===== src/rtl/pipe_elastic_latch.sv =====
// Purpose  : elastic (skid) pipeline latch carrying a WIDTH-bit stage bundle through a
//            DEPTH-entry circular buffer, steered by the 2-bit pipeline_ctrl command.
// Latency  : 1 cycle; a bundle pushed at edge n is on data_out after edge n.
// Backpres.: in_ready drops when full (unless the head pops this cycle) or on hold/flush;
//            bundles are never lost, and a rejected push sets the sticky overflow flag.
//
// Ports
//   clk        clock, all state on rising edge
//   rst        asynchronous active-low reset
//   ctr        pipeline_ctrl command: 00 run, 01 hold, 10 flush, 11 flush-and-load
//   in_valid   upstream bundle valid
//   in_ready   buffer accepts this cycle (combinational from out_ready via pop)
//   data_in    upstream bundle
//   out_valid  data_out holds a real bundle
//   out_ready  downstream consumes this cycle
//   data_out   head entry, or BUBBLE when empty
//   count      occupied entries
//   overflow   sticky: push attempted in run mode while in_ready was low
module pipe_elastic_latch #(
    parameter int unsigned      WIDTH  = 96,
    // Must be a power of two and at least 2 so the pointers wrap for free.
    parameter int unsigned      DEPTH  = 2,
    parameter logic [WIDTH-1:0] BUBBLE = '0
) (
    input  logic                         clk,
    input  logic                         rst,
    input  logic [1:0]                   ctr,
    input  logic                         in_valid,
    output logic                         in_ready,
    input  logic [WIDTH-1:0]             data_in,
    output logic                         out_valid,
    input  logic                         out_ready,
    output logic [WIDTH-1:0]             data_out,
    output logic [$clog2(DEPTH+1)-1:0]   count,
    output logic                         overflow
);

    localparam int unsigned PW = $clog2(DEPTH);
    localparam int unsigned CW = $clog2(DEPTH+1);

    localparam logic [1:0] CTR_RUN   = 2'b00;
    localparam logic [1:0] CTR_HOLD  = 2'b01;
    localparam logic [1:0] CTR_FLUSH = 2'b10;
    localparam logic [1:0] CTR_LOAD  = 2'b11;

    // ------------------------------------------------------------------
    // State
    // ------------------------------------------------------------------
    logic [WIDTH-1:0] mem_q [DEPTH];
    logic [PW-1:0]    wr_ptr_q, wr_ptr_d;
    logic [PW-1:0]    rd_ptr_q, rd_ptr_d;
    logic [CW-1:0]    count_q,  count_d;
    logic             overflow_q, overflow_d;

    // ------------------------------------------------------------------
    // Handshake decode
    // ------------------------------------------------------------------
    logic not_empty;
    logic not_full;
    logic pop;
    logic push;

    assign not_empty = (count_q != '0);
    assign not_full  = (count_q < CW'(DEPTH));

    // Hold suppresses out_valid but leaves data_out untouched, so the
    // downstream stage sees a stable bundle while it is told to wait.
    assign out_valid = not_empty && (ctr != CTR_HOLD);
    assign data_out  = not_empty ? mem_q[rd_ptr_q] : BUBBLE;

    // Only run mode may consume. Flush and flush-and-load discard the
    // contents instead, so a downstream out_ready there is irrelevant.
    assign pop = out_valid && out_ready && (ctr == CTR_RUN);

    // A full buffer still accepts when the head leaves in the same cycle.
    // Flush-and-load always accepts: its slot is guaranteed by the discard.
    always_comb begin
        in_ready = 1'b0;
        case (ctr)
            CTR_RUN:  in_ready = not_full || pop;
            CTR_LOAD: in_ready = 1'b1;
            default:  in_ready = 1'b0;
        endcase
    end

    assign push = in_valid && in_ready;

    // ------------------------------------------------------------------
    // Next-state
    // ------------------------------------------------------------------
    always_comb begin
        wr_ptr_d = wr_ptr_q;
        rd_ptr_d = rd_ptr_q;
        count_d  = count_q;

        case (ctr)
            CTR_RUN: begin
                if (push) begin
                    wr_ptr_d = wr_ptr_q + PW'(1);
                end
                if (pop) begin
                    rd_ptr_d = rd_ptr_q + PW'(1);
                end
                case ({push, pop})
                    2'b10:   count_d = count_q + CW'(1);
                    2'b01:   count_d = count_q - CW'(1);
                    default: count_d = count_q;
                endcase
            end
            CTR_HOLD: begin
                // Everything frozen.
            end
            CTR_FLUSH: begin
                // Collapse the buffer onto the write pointer; entries stay in
                // storage but become unreachable.
                rd_ptr_d = wr_ptr_q;
                count_d  = '0;
            end
            CTR_LOAD: begin
                // The incoming bundle (if any) lands at wr_ptr and becomes
                // the new head, so the read pointer jumps there directly.
                rd_ptr_d = wr_ptr_q;
                if (push) begin
                    wr_ptr_d = wr_ptr_q + PW'(1);
                    count_d  = CW'(1);
                end else begin
                    count_d  = '0;
                end
            end
            default: begin
                wr_ptr_d = wr_ptr_q;
                rd_ptr_d = rd_ptr_q;
                count_d  = count_q;
            end
        endcase
    end

    assign overflow_d = overflow_q || (in_valid && !in_ready && (ctr == CTR_RUN));

    // ------------------------------------------------------------------
    // Registers
    // ------------------------------------------------------------------
    always_ff @(posedge clk or negedge rst) begin
        if (!rst) begin
            wr_ptr_q   <= '0;
            rd_ptr_q   <= '0;
            count_q    <= '0;
            overflow_q <= 1'b0;
        end else begin
            wr_ptr_q   <= wr_ptr_d;
            rd_ptr_q   <= rd_ptr_d;
            count_q    <= count_d;
            overflow_q <= overflow_d;
        end
    end

    // Storage needs no reset: an entry is only ever read after it has been
    // written, because count gates data_out.
    always_ff @(posedge clk) begin
        if (push) begin
            mem_q[wr_ptr_q] <= data_in;
        end
    end

    assign count    = count_q;
    assign overflow = overflow_q;

endmodule


===== config.mk =====
export PLATFORM = sky130hd
export DESIGN_NAME = pipe_elastic_latch
export DESIGN_NICKNAME = d
export VERILOG_FILES = /design/src/rtl/pipe_elastic_latch.sv
export SDC_FILE = /design/constraint.sdc
export NUM_CORES = 1
export LEC_CHECK = 0
export CAP_MARGIN = 40
export CELL_PAD_IN_SITES_DETAIL_PLACEMENT = 0
export CELL_PAD_IN_SITES_GLOBAL_PLACEMENT = 1
export CORE_MARGIN = 1.5
export CORE_UTILIZATION = 40
export DETAILED_ROUTE_END_ITERATION = 16
export PLACE_DENSITY_LB_ADDON = 0.1
export SETUP_SLACK_MARGIN = 0.15
export SYNTH_ARGS = -nofsm -noshare
export SYNTH_HDL_FRONTEND = slang
export SYNTH_SLANG_ARGS = --single-unit

===== constraint.sdc =====
create_clock -name clk -period 7.2 [get_ports clk]
set_input_delay 1.8 -clock clk [delete_from_list [all_inputs] [get_ports clk]]
set_output_delay 1.8 -clock clk [all_outputs]
set_load 0.1 [all_outputs]

==> impl_metrics.py, run 1 <==
metrics = {
    "run_status": {
        "status": "finished clean",
    },
    "logic_synthesis": {
        "yosysWarnings": 0,
        "synth_seq_area_share": 0.7729,
        "ys_types": 31,
        "synth_adder_area_share": 0.006567,
        "synth.most_common_cell": "edfxtp_1",
        "synth.area.top_cells": "edfxtp_1, mux2i_1, nor2_1, dfrtp_1, buf_2",
        "yosys.area_share.simple": 0.06009,
        "ys_ff_latch": 197,
        "synth.net_count": 560,
        "syn_area_um2": 7621,
        "synthTopCellsByCount": "edfxtp_1, nor2_1, mux2i_1",
        "synth_edf_count": 192,
        "yosysTopAreaCell": "edfxtp_1",
        "synthFlopType": "edfxtp_1",
        "ys_async_sr_fraction": 0.02538,
        "synth_top_family_by_area": "multiplexers",
        "synth_top_cell_area_share": 0.7565,
        "syn_area_per_cell_um2": 16.79,
        "syn_inst": 454,
        "synthMuxAreaShare": 0.1274,
        "synth-compound-area-share": 0.01461,
        "synth_xor_xnor_area_share": 0.002298,
    },
    "timing": {
        "fin_skew_ns": 0.009877,
        "max_slew_margin": 0.4366,
        "worstMarginPinSlew_ns": 0.8451,
        "period_share": 0.7468,
        "hold_violations": 0,
        "fin_setup_tns_ns": 0,
        "setup_violations": 0,
        "period_minus_slack_ns": 5.377,
        "rsz0062_at_grt": "no",
        "timing.fmax_mhz": 186.0,
        "drv_slew": 0,
    },
    "layout": {
        "antenna_cells": 0,
        "fin_nets": 870,
        "area_delta_synth_final_pct": 63.65,
        "drive_above_1_share": 0.1943,
        "fillers": 1259,
        "final_cells": 1011,
    },
    "setup_path": {
        "r2r_start": "count[1]",
        "reg2reg_to": "mem_q[0][48]",
        "crit_slowest_cell": "clkdlybuf4s50_1",
        "required_ns": 5.40,
        "crit_buf_inv": 3,
        "critPathKind": "in -> out",
        "path_cells": "clkdlybuf4s50_1, inv_1, ha_1, nor2b_1, o21ai_1, a21oi_2, buf_4",
        "rr_worst_depth": 7,
        "arrival_ns": 3.58,
        "worst-path-max-fanout": 4,
        "worst_setup_path_end_kind": "output port",
        "path_delay_family": "buffers and inverters",
        "cpPeakStageDelay_ns": 0.50,
        "r2r_slack_ns": 4.75,
        "cp-start-kind": "input port",
    },
    "placed_design": {
        "dp_cells": 979,
        "numPortBuffers": 202,
        "place_hpwl_mm": 11.77,
        "gp_congestion": 0.7814,
    },
    "route": {
        "drc": 0,
        "wl_per_cell_um": 16.93,
        "ant_nets": 0,
        "vias_per_cell": 4.723,
        "vias": 4775,
        "wl_mm": 17.12,
        "drtIter0Drc": 229,
        "dr.pass1.iters": 4,
    },
    "floorplanning": {
        "rows": 50,
        "start_util": 0.4074,
        "coreArea_um2": 18710,
        "dieArea_um2": 19890,
        "die_h_um": 141.0,
        "ioPinCount": 203,
        "die_width_um": 141.0,
    },
    "cts": {
        "root_buffer": "clkbuf_16",
        "clock_latency_ns": 0.43,
        "htreeDepth": 4,
        "cts.path.max_buffers": 2,
        "cts.repair.resized": 0,
        "cts_tree": "done",
        "cts.sinks": 197,
        "cts_hold_buf": 0,
        "numCtsBuffers": 17,
        "clk_pin_slew_worst_paths_ns": 0.07,
        "post_cts_buffers": 0,
    },
    "hold_path": {
        "hold_start": "overflow",
        "min_path_cells": 1,
        "hold_end": "overflow",
        "hold_class": "reg -> reg",
    },
    "global_route": {
        "grt_max_degree": 54,
        "antenna_found_initial": 0,
        "grt_usage": 0.1783,
        "grt_pass1_vias": 5030,
        "grt.overflow.total": 0,
        "grt_pass1_wl_mm": 26.66,
    },
    "pwr": {
        "power_density_nw_per_um2": 443.9,
        "irDropWorstVdd_uv": 300.7,
        "p_leak_nw": 4.664,
    },
    "flow_run": {
        "cap_viol_max_count": 0,
    },
}
## worst max-delay path by stage
| stage | start | end | slack (ns) | cells past startpoint |
|---|---|---|---|---|
| after global routing | ctr[1] | in_ready | 1.74 | 7 |
| final | ctr[1] | in_ready | 1.82 | 7 |
| after floorplan | ctr[1] | mem_q[0][0] | 0.71 | 7 |
| after global placement | ctr[1] | out_valid | 1.54 | 5 |
| after detailed placement | ctr[1] | in_ready | 1.86 | 7 |
| after CTS | ctr[1] | in_ready | 1.86 | 7 |
## power breakdown
group	leakage, nW	switching (mW)	internal (mW)
clock network	0.284	0.457	0.467
registers	1.80	0.0784	1.34
logic	2.58	1.97	1.23
total	4.66	2.51	3.03
## state kept, by name, summed over array words and instances (netlist names)
name / flops
mem_q: 192
count: 2
overflow: 1
rd_ptr_q: 1
wr_ptr_q: 1
## stage by stage
step | cell area, µm² | setup slack (ns) | power [mW] | util | hold slack, ns
floorplan | 7624 | 0.7141 | 3.265 | - | 0.4925
global placement | 9927 | 1.538 | 3.815 | 0.5307 | 0.4859
detailed placement | 11890 | 1.863 | 4.657 | 0.6357 | 0.4665
CTS | 12470 | 1.856 | 5.588 | 0.6668 | 0.4823
global route | 12470 | 1.735 | 5.714 | 0.6668 | 0.4854
finish | 12470 | 1.823 | 5.537 | 0.6668 | 0.4819
## cell type report
class	instances	area, µm²	share of cell area
clock buffers	17	425.4	0.03411
well taps	234	292.8	0.02348
repair buffers	312	4061	0.3256
inverters	4	15.01	0.001204
clock inverters	15	155.1	0.01244
multi-input cells	232	1628	0.1305
flip-flops and latches	197	5894	0.4726
## routing by layer
layer,vias to the layer above,GRT usage,routed length (µm)
li1,2313,-,-
met1,2283,0.2196,7164
met2,160,0.3005,8693
met3,19,0.05435,957
met4,0,0.05921,301
met5,-,0,0
## cells by family (layout without fill, tap and decap cells)
group,Yosys count,after routing
AO/OA/AOI/OAI,15,15
buffers and inverters,25,348
flip-flops,197,197
AND/OR/NAND/NOR,114,114
adder cells (fa/ha/maj),4,4
multiplexers,97,97
XOR/XNOR,2,2
## cell usage in the layout, fill, tap and decap left out, types with 6 or more instances in the layout
master and n:
buf_16 33, buf_4 6, buf_8 69, clkbuf_16 17, clkdlybuf4s50_1 201, edfxtp_1 192, inv_8 6, mux2i_1 97
nor2_1 99
(Power assumes the default switching activity.)
==> inputs of run 2 (changes only) <==
- clock period: 7.2 -> 5 ns (I/O delays scaled with it)
==> impl_metrics.py, run 2 (synthesized netlist as in run 1, its figures left out) <==
metrics = {
    "hold_path": {
        "hold_start": "overflow",
        "hold_end": "overflow",
        "min_path_cells": 1,
        "hold_class": "reg -> reg",
    },
    "cts": {
        "cts.sinks": 197,
        "numCtsBuffers": 17,
        "cts.path.max_buffers": 2,
        "root_buffer": "clkbuf_16",
        "clk_pin_slew_worst_paths_ns": 0.07,
        "cts.repair.resized": 0,
        "clock_latency_ns": 0.42,
        "cts_hold_buf": 0,
        "htreeDepth": 4,
        "cts_tree": "done",
        "post_cts_buffers": 0,
    },
    "route": {
        "vias_per_cell": 4.824,
        "wl_per_cell_um": 16.91,
        "dr.pass1.iters": 5,
        "wl_mm": 16.14,
        "drc": 0,
        "vias": 4602,
        "ant_nets": 0,
        "drtIter0Drc": 254,
    },
    "layout": {
        "largest-register": "mem_q",
        "area_delta_synth_final_pct": 47.43,
        "drive_above_1_share": 0.2042,
        "antenna_cells": 0,
        "layout_commonest_cell": "edfxtp_1",
        "fin_nets": 814,
        "final_cell_mix": "edfxtp_1, clkdlybuf4s50_1, nor2_1, mux2i_1, buf_4",
        "largest_reg_flops": 192,
    },
    "pwr": {
        "power_density_nw_per_um2": 640.2,
        "fin_total_pwr_mw": 7.193,
        "irDropWorstVdd_uv": 401.1,
        "p_leak_nw": 4.204,
    },
    "floorplanning": {
        "ioPinCount": 203,
        "rows": 50,
        "coreArea_um2": 18710,
        "start_util": 0.4074,
        "dieArea_um2": 19890,
        "die_width_um": 141.0,
        "die_h_um": 141.0,
    },
    "global_route": {
        "grt_max_degree": 97,
        "grt_usage": 0.1640,
        "grt_pass1_vias": 4738,
        "grt_pass1_wl_mm": 24.51,
        "grt.overflow.total": 0,
        "antenna_found_initial": 1,
    },
    "setup_path": {
        "required_ns": 3.75,
        "r2r_slack_ns": 2.66,
        "r2r_start": "rd_ptr_q",
        "critPathKind": "in -> out",
        "rr_worst_depth": 6,
        "arrival_ns": 2.96,
        "worst_setup_path_end_kind": "output port",
        "cp-start-kind": "input port",
        "worst-path-max-fanout": 4,
        "reg2reg_to": "rd_ptr_q",
    },
    "timing": {
        "fin_setup_tns_ns": 0,
        "setup_violations": 0,
        "drv_slew": 0,
        "timing.fmax_mhz": 237.5,
        "period_share": 0.8422,
        "max_slew_margin": 0.4505,
        "period_minus_slack_ns": 4.211,
        "hold_violations": 0,
        "rsz0062_at_grt": "no",
        "worstMarginPinSlew_ns": 0.8243,
        "fin_skew_ns": 0.009370,
    },
    "placed_design": {
        "gp_congestion": 0.8047,
        "numPortBuffers": 202,
        "place_hpwl_mm": 10.42,
    },
    "run_status": {
        "status": "finished clean",
    },
    "flow_run": {
        "cap_viol_max_count": 0,
    },
}
## run 2: changes by cell type in the layout (fill, tap and decap cells not counted), moves of 3 or more
cell             previous run  this run
clkdlybuf4s50_1           201       148
inv_8                       6         3
buf_8                      69        35
buf_4                       6        57
buf_16                     33        13
clkinvlp_4                  1         4
## run 2: cell type report
type | instances | area (µm²)
multi-input cells | 232 | 1635
fillers | 1415 | 7470
flip-flops and latches | 197 | 5894
clock inverters | 13 | 116.4
inverters | 4 | 15.01
clock buffers | 18 | 429.2
repair buffers | 256 | 2853
well taps | 234 | 292.8
## run 2: where the power goes
part | internal, mW | leakage (nW) | switching, mW
registers | 1.93 | 1.80 | 0.110
clock network | 0.652 | 0.256 | 0.607
logic | 1.18 | 2.15 | 2.72
total | 3.76 | 4.20 | 3.43
## run 2: how the worst max path moves through the flow
stage | startpoint | endpoint | slack, ns | depth (start not counted)
after floorplan | ctr[1] | mem_q[0][0] | 0.41 | 7
after global placement | ctr[1] | in_ready | 0.84 | 7
after detailed placement | ctr[1] | in_ready | 0.79 | 7
after CTS | ctr[1] | in_ready | 0.79 | 7
after global routing | ctr[1] | in_ready | 0.72 | 7
final | ctr[1] | in_ready | 0.79 | 7
## run 2: per-layer routing
metal | global-route usage | wire length, µm | part of all wire | vias to the layer above
met5 | 0 | 17 | 0.0011 | -
met4 | 0.06195 | 284 | 0.018 | 2
met3 | 0.04382 | 937 | 0.058 | 20
met2 | 0.2849 | 8201 | 0.51 | 147
met1 | 0.1958 | 6694 | 0.41 | 2234
li1 | - | - | - | 2199
## run 2: metrics by stage
step	setup slack, ns	hold slack, ns	area (µm²)	util	instances
6_report	0.7890	0.4939	11240	0.6007	954
5_1_grt	0.7184	0.5275	11240	0.6007	954
3_5_place_dp	0.7930	0.4734	10690	0.5715	923
3_3_place_gp	0.8426	0.4697	9807	0.5243	875
4_1_cts	0.7922	0.4993	11240	0.6007	954
2_1_floorplan	0.4129	0.5272	7637	-	454
## run 2: worst max-delay path, stage by stage
cell and delay (ns):
clkdlybuf4s50_1 0.50, inv_1 0.07, ha_1 0.23, nor2b_1 0.24, o21ai_1 0.14, a21oi_4 0.20
buf_4 0.31
==> inputs of run 3 (changes only) <==
- clock period: 5 -> 4.1 ns (I/O delays scaled with it)
==> impl_metrics.py, run 3 (synthesized netlist as in run 1, its figures left out) <==
metrics = {
    "floorplanning": {
        "rows": 50,
        "start_util": 0.4074,
        "ioPinCount": 203,
        "dieArea_um2": 19890,
        "die_width_um": 141.0,
        "coreArea_um2": 18710,
        "die_h_um": 141.0,
    },
    "global_route": {
        "grt_usage": 0.1583,
        "antenna_found_initial": 0,
        "grt_pass1_vias": 4506,
        "grt.overflow.total": 0,
        "grt_max_degree": 97,
        "grt_pass1_wl_mm": 23.75,
    },
    "layout": {
        "antenna_cells": 0,
        "largest_reg_flops": 192,
        "final_cells": 911,
        "postLayoutCellArea_um2": 10350,
        "fin_nets": 770,
        "area_delta_synth_final_pct": 35.81,
        "layout_commonest_cell": "edfxtp_1",
        "final_cell_mix": "edfxtp_1, clkdlybuf4s50_1, buf_4, nor2_1, mux2i_1",
        "drive_above_1_share": 0.2230,
        "largest-register": "mem_q",
    },
    "hold_path": {
        "hold_class": "reg -> reg",
        "min_path_cells": 1,
    },
    "timing": {
        "worstMarginPinSlew_ns": 0.5962,
        "rsz0062_at_grt": "no",
        "setup_violations": 0,
        "fin_skew_ns": 0.007834,
        "fin_setup_tns_ns": 0,
        "max_slew_margin": 0.6025,
        "hold_violations": 0,
        "hold_slack_ns": 0.4852,
        "drv_slew": 0,
        "period_minus_slack_ns": 3.649,
        "timing.fmax_mhz": 274.1,
        "period_share": 0.8899,
    },
    "route": {
        "vias": 4371,
        "wl_mm": 15.43,
        "dr.pass1.iters": 4,
        "vias_per_cell": 4.798,
        "drtIter0Drc": 206,
        "drc": 0,
        "ant_nets": 0,
        "wl_per_cell_um": 16.93,
    },
    "placed_design": {
        "numPortBuffers": 202,
        "gp_congestion": 0.7784,
        "dp_cells": 879,
        "placed_cell_area_um2": 9816,
        "place_hpwl_mm": 9.890,
    },
    "setup_path": {
        "cp.depth": 5,
        "worst_setup_path_end_kind": "output port",
        "cpPeakStageDelay_ns": 0.67,
        "endpoint": "in_ready",
        "r2r_slack_ns": 2.02,
        "path_delay_family": "buffers and inverters",
        "worst-path-max-fanout": 6,
        "required_ns": 3.07,
        "reg2reg_to": "mem_q[0][72]",
        "r2r_start": "count[1]",
        "critPathKind": "in -> out",
        "arrival_ns": 2.62,
        "cp-start-kind": "input port",
        "path_cells": "clkdlybuf4s50_1, ha_1, inv_1, a21oi_4, buf_12",
        "timing.critical_path.from": "ctr[1]",
        "crit_slowest_cell": "clkdlybuf4s50_1",
        "crit_buf_inv": 3,
        "rr_worst_depth": 6,
    },
    "cts": {
        "cts.sinks": 197,
        "clk_pin_slew_worst_paths_ns": 0.07,
        "clock_latency_ns": 0.43,
        "cts_hold_buf": 0,
        "root_buffer": "clkbuf_16",
        "cts.path.max_buffers": 2,
        "htreeDepth": 4,
        "cts.repair.resized": 0,
        "post_cts_buffers": 0,
        "cts_tree": "done",
        "numCtsBuffers": 17,
    },
    "pwr": {
        "power_density_nw_per_um2": 779.8,
        "p_leak_nw": 3.887,
        "irDropWorstVdd_uv": 441.2,
    },
    "run_status": {
        "status": "finished clean",
    },
    "flow_run": {
        "cap_viol_max_count": 0,
    },
}
## run 3: cell count changes in the layout (fill, tap and decap cells not counted), moves of 2 or more
cell	before	now
clkdlybuf4s50_1	148	104
buf_4	57	100
buf_8	35	3
buf_16	13	0
buf_12	3	5
clkbuf_1	1	3
ha_1	4	2
## run 3: cell type report
type | instances | area (µm²)
Tap cell | 234 | 292.8
Sequential cell | 197 | 5894
Fill cell | 1547 | 8356
Multi-Input combinational cell | 232 | 1664
Inverter | 4 | 27.53
Clock buffer | 20 | 436.7
Timing Repair Buffer | 212 | 1937
Clock inverter | 12 | 97.59
## run 3: worst min path at each step
stage	from	endpoint	slack (ns)
2_1_floorplan	wr_ptr_q	wr_ptr_q	0.53
3_3_place_gp	overflow	overflow	0.46
3_5_place_dp	overflow	overflow	0.46
4_1_cts	overflow	overflow	0.49
5_1_grt	overflow	overflow	0.51
6_report	overflow	overflow	0.49
## run 3: per-stage QoR
step	total power [mW]	utilization	setup WS, ns
after floorplan	5.736	-	0.002250
after global routing	8.352	0.5533	0.3631
after CTS	8.160	0.5533	0.4432
after detailed placement	6.638	0.5247	0.4452
after global placement	6.601	0.5223	0.4893
final	8.071	0.5533	0.4514
## run 3: per-layer routing
layer,track usage,wire length [µm],vias to the layer above
met5,0,0,-
li1,-,-,2110
met2,0.2546,7494,140
met4,0.05757,242,0
met1,0.1996,6636,2103
met3,0.05435,1051,18
## run 3: power by group
part	switching, mW	internal, mW
Combinational	3.22	0.883
Clock	0.727	0.789
Sequential	0.105	2.35
==> edit (flow settings as in run 3) <==
Register the output `count` once more, with the module's reset; this adds one clock of latency there. The other outputs are not delayed to match.
--- a/src/rtl/pipe_elastic_latch.sv
+++ b/src/rtl/pipe_elastic_latch.sv
@@ -164,3 +164,9 @@
 
-    assign count    = count_q;
+    always_ff @(posedge clk or negedge rst) begin
+        if (!rst) begin
+            count <= '0;
+        end else begin
+            count <= count_q;
+        end
+    end
     assign overflow = overflow_q;
Formal check against the unedited RTL: not equivalent (a bounded check fails within 4 cycles, from zero or initial values and one cycle with rst low).
==> edit against run 3 <==
  * Critical path depth up 3
  * Sequential cell count up 2
  * Worst hold slack better by 0.025 ns
  * Cell count up 0.11%
  * Critical endpoint unchanged
  * Setup slack better by 0.0072 ns
  * Area after synthesis up 0.77%
  * Fmax up 0.20%
  * Die area up 0.75%
  * Global-route usage down 0.38 points
  * Power up 3.1%
  * Critical path type unchanged
  * Largest power group unchanged
  * Cell area up 0.50%
  * Routed wire length down 0.97%
==> edit: results (changes against run 3) <==
| Metric | Value |
|---|---|
| Final HPWL from detailed placement | 9570 um (was 9890 um) |
| Reg2Reg Depth | 5 (was 6) |
| Hold slack | 0.510 ns (was 0.485 ns) |
| DRT Wirelength | 15,300 um (was 15,400 um) |
| Worst Hold Class | reg2reg (unchanged) |
| Reg2reg start | count_q[1] (was count[1]) |
| Avg Vias per Cell | 4.81 (was 4.80) |
| Post-Syn Nets | 564 (was 560) |
| Static Leak | 4.09 nW (was 3.89 nW) |
| Slowest Stage Delay on Critical Path | 0.51 ns (was 0.67 ns) |
| First-pass GRT wire length | 23,400 um (was 23,700 um) |
| Vias in the first global route | 4,474 (was 4,506) |
| DRT iter0 DRCs | 163 (was 206) |
| GP Congestion | 0.782 (was 0.778) |
| Status | finished, final reports clean (unchanged) |
| Post-synthesis sequential area ratio | 0.774 (was 0.773) |
| Worst ir drop on vdd | 0.505 mV (was 0.441 mV) |
| Synth area leaders | edfxtp_1 75%, mux2i_1 13%, nor2_1 5.1%, dfrtp_1 2.3%, buf_2 1.0% (was edfxtp_1 76%, mux2i_1 13%, nor2_1 5.0%, dfrtp_1 1.6%, buf_2 0.72%) |
| Actual slew at the worst max-slew pin | 0.602 ns (was 0.596 ns) |
| Gate Count Post-Synth | 458 (was 454) |
| Post-synth top cells | 192 x edfxtp_1, 104 x nor2_1, 96 x mux2i_1, 16 x buf_2, 7 x dfrtp_1 (was 192 x edfxtp_1, 101 x nor2_1, 97 x mux2i_1, 11 x buf_2, 6 x clkbuf_1) |
| R2R Setup Slk | 2.08 ns (was 2.02 ns) |
| Finished Layout Cells | 912 (was 911) |
| # fillers | 1,565 (was 1,547) |
| Net count, final | 771 (was 770) |
| Cell internal pwr | 0.00420 W (was 0.00402 W) |
| Clock Skews | 0.0107 ns (was 0.00783 ns) |
| Share of cells above drive strength 1 | 0.214 (was 0.223) |
| Worst R2R End | mem_q[1][1] (was mem_q[0][72]) |
| DP Cell Count | 880 (was 879) |
| Synth async-reset ratio | 0.0352 (was 0.0254) |
| Total GRT Usage | 0.154 (was 0.158) |
-- edit: cell count changes in the layout (fill, tap and decap cells not counted), sizes merged, moves of 2 or more --
cell and change:
clkbuf -2, o21ai -2, nand2 -2, bufinv +2
dfrtp +2, clkinv +2, nand4 -2, clkinvlp -2
nor2 +4
-- edit: kinds of logic after synthesis --
| family | after synthesis | synth area share |
|---|---|---|
| AND/OR/NAND/NOR | 116 | 0.0627 |
| AO/OA/AOI/OAI | 14 | 0.0140 |
| flip-flops | 199 | 0.774 |
| XOR/XNOR | 2 | 0.00228 |
| adder cells (fa/ha/maj) | 4 | 0.00652 |
| multiplexers | 96 | 0.125 |
| buffers and inverters | 27 | 0.0158 |
-- edit: metrics by stage --
| stage | setup TNS, ns | total power (W) | setup WS, ns | instance area [um2] |
|---|---|---|---|---|
| 3_3_place_gp | 0 | 0.00676 | 0.485 | 9780 |
| 5_1_grt | 0 | 0.00861 | 0.328 | 10400 |
| 6_report | 0 | 0.00832 | 0.459 | 10400 |
| 2_1_floorplan | -133.14 | 0.00587 | -0.694 | 7680 |
| 3_5_place_dp | 0 | 0.00679 | 0.466 | 9830 |
| 4_1_cts | 0 | 0.00840 | 0.460 | 10400 |
-- edit: worst max path at each step --
stage	from	to	slack, ns	cells after the start
detailed placement	ctr[1]	in_ready	0.47	8
global placement	ctr[1]	in_ready	0.49	8
finish	ctr[1]	in_ready	0.46	8
CTS	ctr[1]	in_ready	0.46	8
global route	ctr[1]	in_ready	0.33	8
floorplan	ctr[1]	mem_q[0][0]	-0.69	7
-- edit: metal layers --
layer  part of all wire  GRT usage  vias to the layer above
met4             0.0074     0.0440                        2
met2               0.50      0.255                      135
met3              0.072     0.0533                       12
li1                   -          -                     2111
met5             0.0011          0                        -
met1               0.42      0.194                     2123
-- edit: final cells by class --
type | count | area (um2) | area share
flip-flops and latches | 199 | 5940 | 0.572
inverters | 4 | 15.0 | 0.00144
repair buffers | 211 | 1940 | 0.187
well taps | 234 | 293 | 0.0281
clock inverters | 14 | 145 | 0.0140
multi-input cells | 232 | 1630 | 0.157
clock buffers | 18 | 429 | 0.0413
-- edit: power groups by stage --
| stage | logic, W | clock network (W) | registers [W] |
|---|---|---|---|
| 6_report | 0.00424 | 0.00161 | 0.00247 |
| 4_1_cts | 0.00428 | 0.00165 | 0.00247 |
| 3_5_place_dp | 0.00428 | 0 | 0.00251 |
| 5_1_grt | 0.00439 | 0.00174 | 0.00248 |
| 3_3_place_gp | 0.00425 | 0 | 0.00251 |
| 2_1_floorplan | 0.00336 | 0 | 0.00251 |
